### src/rtl/branch_sequencer.sv
// rtl/branch_sequencer.sv - multi-cycle fetch/branch sequencer owning the PC and latched ALU flags
//
// Ports:
//   clk, rst               clock, synchronous active-high reset
//   imem_addr/req          fetch address (current PC) and request (FETCH only)
//   imem_valid/data        instruction memory response, sampled only in FETCH
//   instr/instr_valid      latched instruction and one-cycle issue strobe
//   exec_done, flag_we     execute completion and flag load enable (WAIT_EXEC only)
//   alu_sign/carry/zero    ALU status flags
//   rs_value               register operand used as the br target
//   link_we/link_data      $31 write strobe and PC+4 of the bl instruction
//   halted                 high while parked in HALT
//   retired                count of resolved instructions
module branch_sequencer #(
    parameter logic [31:0] RESET_PC    = 32'h0000_0000,
    parameter logic [5:0]  HALT_OPCODE = 6'b111111
) (
    input  logic        clk,
    input  logic        rst,
    output logic [31:0] imem_addr,
    output logic        imem_req,
    input  logic        imem_valid,
    input  logic [31:0] imem_data,
    output logic [31:0] instr,
    output logic        instr_valid,
    input  logic        exec_done,
    input  logic        flag_we,
    input  logic        alu_sign,
    input  logic        alu_carry,
    input  logic        alu_zero,
    input  logic [31:0] rs_value,
    output logic        link_we,
    output logic [31:0] link_data,
    output logic        halted,
    output logic [31:0] retired
);

    localparam logic [2:0] S_IDLE      = 3'd0;
    localparam logic [2:0] S_FETCH     = 3'd1;
    localparam logic [2:0] S_ISSUE     = 3'd2;
    localparam logic [2:0] S_WAIT_EXEC = 3'd3;
    localparam logic [2:0] S_RESOLVE   = 3'd4;
    localparam logic [2:0] S_HALT      = 3'd5;

    localparam logic [5:0] OP_BLTZ = 6'b000111;
    localparam logic [5:0] OP_BZ   = 6'b001000;
    localparam logic [5:0] OP_BNZ  = 6'b001001;
    localparam logic [5:0] OP_BR   = 6'b001010;
    localparam logic [5:0] OP_B    = 6'b001011;
    localparam logic [5:0] OP_BL   = 6'b001100;
    localparam logic [5:0] OP_BCY  = 6'b001101;
    localparam logic [5:0] OP_BNCY = 6'b001110;

    logic [2:0]  state_q, state_d;
    logic [31:0] pc_q, pc_d;
    logic [31:0] instr_q, instr_d;
    logic [31:0] retired_q, retired_d;
    logic        flag_s_q, flag_s_d;
    logic        flag_c_q, flag_c_d;
    logic        flag_z_q, flag_z_d;

    logic [5:0]  opcode;
    logic [31:0] pc_plus4;
    logic [31:0] imm_target;
    logic        taken;
    logic [31:0] target;

    assign opcode     = instr_q[31:26];
    assign pc_plus4   = pc_q + 32'd4;
    assign imm_target = {4'b0000, instr_q[25:0], 2'b00};
    assign target     = (opcode == OP_BR) ? rs_value : imm_target;

    // Conditions read the latched flags, never the live ALU inputs, so a
    // carry set by an earlier instruction is still visible to bcy/bncy.
    always_comb begin
        taken = 1'b0;
        case (opcode)
            OP_BLTZ: taken = flag_s_q && !flag_z_q;
            OP_BZ:   taken = !flag_s_q && flag_z_q;
            OP_BNZ:  taken = !flag_z_q;
            OP_BR:   taken = 1'b1;
            OP_B:    taken = 1'b1;
            OP_BL:   taken = 1'b1;
            OP_BCY:  taken = flag_c_q;
            OP_BNCY: taken = !flag_c_q;
            default: taken = 1'b0;
        endcase
    end

    always_comb begin
        state_d   = state_q;
        pc_d      = pc_q;
        instr_d   = instr_q;
        retired_d = retired_q;
        flag_s_d  = flag_s_q;
        flag_c_d  = flag_c_q;
        flag_z_d  = flag_z_q;
        case (state_q)
            S_IDLE: state_d = S_FETCH;
            S_FETCH: begin
                if (imem_valid) begin
                    instr_d = imem_data;
                    state_d = S_ISSUE;
                end
            end
            S_ISSUE: state_d = S_WAIT_EXEC;
            S_WAIT_EXEC: begin
                if (exec_done) begin
                    if (flag_we) begin
                        flag_s_d = alu_sign;
                        flag_c_d = alu_carry;
                        flag_z_d = alu_zero;
                    end
                    state_d = S_RESOLVE;
                end
            end
            S_RESOLVE: begin
                if (opcode == HALT_OPCODE) begin
                    state_d = S_HALT;
                end else begin
                    pc_d      = taken ? target : pc_plus4;
                    retired_d = retired_q + 32'd1;
                    state_d   = S_FETCH;
                end
            end
            S_HALT:  state_d = S_HALT;
            default: state_d = S_IDLE;
        endcase
    end

    always_ff @(posedge clk) begin
        if (rst) begin
            state_q   <= S_IDLE;
            pc_q      <= RESET_PC;
            instr_q   <= 32'd0;
            retired_q <= 32'd0;
            flag_s_q  <= 1'b0;
            flag_c_q  <= 1'b0;
            flag_z_q  <= 1'b0;
        end else begin
            state_q   <= state_d;
            pc_q      <= pc_d;
            instr_q   <= instr_d;
            retired_q <= retired_d;
            flag_s_q  <= flag_s_d;
            flag_c_q  <= flag_c_d;
            flag_z_q  <= flag_z_d;
        end
    end

    // All outputs come from registered state, so no input reaches an output
    // combinationally. link_data is pc+4 while the PC still holds the bl address.
    assign imem_addr   = pc_q;
    assign imem_req    = (state_q == S_FETCH);
    assign instr       = instr_q;
    assign instr_valid = (state_q == S_ISSUE);
    assign link_we     = (state_q == S_RESOLVE) && (opcode == OP_BL) && (opcode != HALT_OPCODE);
    assign link_data   = pc_plus4;
    assign halted      = (state_q == S_HALT);
    assign retired     = retired_q;

endmodule

### config.mk
export PLATFORM = sky130hd
export DESIGN_NAME = branch_sequencer
export DESIGN_NICKNAME = d
export VERILOG_FILES = /design/src/rtl/branch_sequencer.sv
export SDC_FILE = /design/constraint.sdc
export NUM_CORES = 1
export LEC_CHECK = 0
export BUFFER_PORTS_ARGS = -buffer_cell sky130_fd_sc_hd__buf_4
export CAP_MARGIN = 10
export CORE_ASPECT_RATIO = 1.25
export CORE_MARGIN = 2
export CORE_UTILIZATION = 30
export CTS_BUF_LIST = sky130_fd_sc_hd__clkbuf_4 sky130_fd_sc_hd__clkbuf_8
export DETAILED_ROUTE_END_ITERATION = 10
export PLACE_DENSITY_LB_ADDON = 0.3
export SETUP_SLACK_MARGIN = 0.02
export SYNTH_ARGS = -nofsm -noshare
export SYNTH_HDL_FRONTEND = slang
export SYNTH_SLANG_ARGS = --single-unit
### constraint.sdc
create_clock -name clk -period 6.16 [get_ports clk]
set_clock_uncertainty 0.05 [all_clocks]
set_input_delay 0.616 -clock clk [delete_from_list [all_inputs] [get_ports clk]]
set_output_delay 0.616 -clock clk [all_outputs]
set_load 0.05 [all_outputs]
==> impl_metrics.toml <==
[run_status]
status = "completed"

[cells_and_area]
diodes = 0
register_area_sq_mm = 0.00204
multi_input_area_sq_mm = 0.00317
postLayoutCoreUtil = 0.409
drive_above_1_share = 0.281
layout_commonest_cell = "buf_4"
layout.nets = 937
area_growth_pct = 34.8
fillerInstances = 1842
final_cell_mix = "buf_4 (209), nand2_1 (119), dfxtp_1 (102), nor2_1 (51), a21oi_1 (51)"

[pwr]
clkPwrFrac = 0.355
p_sw_frac = 0.279
power.switching_w = 0.000386
power_frac_comb = 0.143
ir_worst_vdd_uv = 84.2
finalPower_w = 0.00138
powerDensity_mw_per_mm2 = 188
cellLeakagePower_nw = 2.91
intPower_w = 0.000997
power_frac_seq = 0.502

[worst_setup_path]
path_max_fanout = 7
critPathLaunchType = "register"
required_ns = 5.49
critPathCaptureType = "output pin"
crit_type = "register to output pin"
arrival_ns = 2.61

[synth]
yosys_warnings = 0
ys_seq_elements = 102
synth_edf_count = 0
synthArstFlopShare = 0
synthFlopType = "dfxtp_1"
synth_cell_types = 52
syn_inst = 690
synthesis.nets = 764
netlist_area_sq_mm = 0.00545
ys_seq_area_frac = 0.375
avgSynthCellArea_sq_um = 7.90

[floorplan]
die_area_sq_mm = 0.0193
coreArea_sq_mm = 0.0180
ioPinCount = 204
die_width_um = 125
initial_core_util = 0.303
dieHeight_um = 155
num_rows = 55

[drt]
finalWirelength_um = 18800
vias_per_cell = 5.20
firstDrtPassIters = 5
drcViolationCount = 0
post_drt_wl_per_cell_um = 17.2
drt_iter0_markers = 419
antenna_left = 0
vias = 5697

[sta]
rsz0062_at_grt = "false"
fin_crit_ns = 3.28
tightestPinTransition_ns = 1.16
max_freq_ghz = 0.305
worst_slack_ns = 2.88
hold_viol = 0
min_period_over_period = 0.533
slew_violations = 0
maxSlewHeadroom = 0.227
setup_viol = 0
tns_ns = 0

[cts]
path_clk_slew_ns = 0.11
ctsHoldBuffers = 0
insertion_delay_ns = 0.39
cts.repair.resized = 0
cts.sinks = 102
cts_root_buf = "clkbuf_8"
cts_setup_buffers = 0
clk_path_buf_depth = 2
cts_tree = "built"
cts_buffers = 9
htreeDepth = 3

[global_routing]
grt_overflow = 0
grt_max_degree = 55
grt_pass1_wl_um = 29100
grt_antenna_before_repair = 0
grt_pass1_vias = 5268
grtUsageTotal = 0.189

[flow_run]
drv_cap = 0

[placed_design]
port_buffers = 203
dp_hpwl_um = 13900
gp_congestion = 0.880
dpl_worst_slack_ns = 3.15

[worst_hold_path]
hold_path_class = "input pin to register"
==> per-layer routing <==
metal | part of all wire | GRT usage | vias to the layer above
met4 | 0.027 | 0.0770 | 0
li1 | - | - | 2796
met3 | 0.057 | 0.0363 | 34
met1 | 0.43 | 0.237 | 2670
met5 | 0 | 0 | -
met2 | 0.49 | 0.318 | 197
==> worst max-delay path, stage by stage, from the launching register on <==
cell and delay [ns]:
dfxtp_1 0.45, ha_1 0.27, nand2_1 0.14, nor4_1 0.66
nand3_1 0.25, xnor2_1 0.23, buf_4 0.23
==> synth_stat cells, drive strengths merged, types with 10 or more instances <==
library cell / n / area, sq um
nand4: 19 / 119
mux2i: 22 / 220
mux2: 10 / 113
nand3: 44 / 220
a31oi: 10 / 62.6
clkbuf: 33 / 125
a21oi: 51 / 255
nand2: 119 / 447
nor3: 19 / 95.1
buf: 14 / 75.1
xnor2: 35 / 307
o21ai: 17 / 85.1
inv: 14 / 52.6
xor2: 12 / 105
nor4: 11 / 68.8
nor2: 52 / 195
dfxtp: 102 / 2040
or3: 11 / 73.8
==> final timing paths <==
kind | start | to | slack, ns | depth (start not counted)
worst max-delay path | imem_addr[2] | link_data[26] | 2.88 | 6
worst min-delay path | imem_data[15] | instr[15] | 0.41 | 3
worst max register to register | state_q[2] | imem_addr[25] | 3.31 | 5
worst min register to register | instr[6] | instr[6] | 0.42 | 2
==> registers in the layout, summed over array words and instances (netlist names) <==
register / count
flag_z_q: 1
retired: 32
imem_addr: 32
flag_c_q: 1
flag_s_q: 1
instr: 32
state_q: 3
==> layout make-up <==
cell class / instances / share of cell area
Inverter: 15 / 0.00767
Tap cell: 228 / 0.0389
Timing Repair Buffer: 209 / 0.214
Sequential cell: 102 / 0.278
Multi-Input combinational cell: 526 / 0.431
Clock buffer: 12 / 0.0208
Clock inverter: 4 / 0.00954
==> kinds of logic (layout without fill, tap and decap cells) <==
logic type / Yosys count / after routing / share of synthesized area
simple gates: 321 / 321 / 0.288
compound gates: 124 / 124 / 0.149
flops: 102 / 102 / 0.375
buf+inv: 62 / 240 / 0.0471
xor+xnor: 47 / 47 / 0.0756
mux: 32 / 32 / 0.0611
fa+ha+maj: 2 / 2 / 0.00459
==> metrics by stage <==
stage / instances / hold WS [ns] / cell area [sq um]
floorplan: 690 / 0.429 / 5450
global placement: 1080 / 0.409 / 7120
detailed placement: 1080 / 0.411 / 7120
CTS: 1096 / 0.393 / 7340
global route: 1096 / 0.404 / 7340
finish: 1096 / 0.408 / 7340
==> power by group through the flow <==
stage / sequential, W / clock, W / combinational, W
after CTS: 0.000695 / 0.000507 / 0.000200
after global routing: 0.000698 / 0.000527 / 0.000210
final: 0.000694 / 0.000491 / 0.000198
after global placement: 0.000710 / 0 / 0.000199
after floorplan: 0.000750 / 0 / 0.0000726
after detailed placement: 0.000710 / 0 / 0.000200
(Power assumes the default switching activity.)
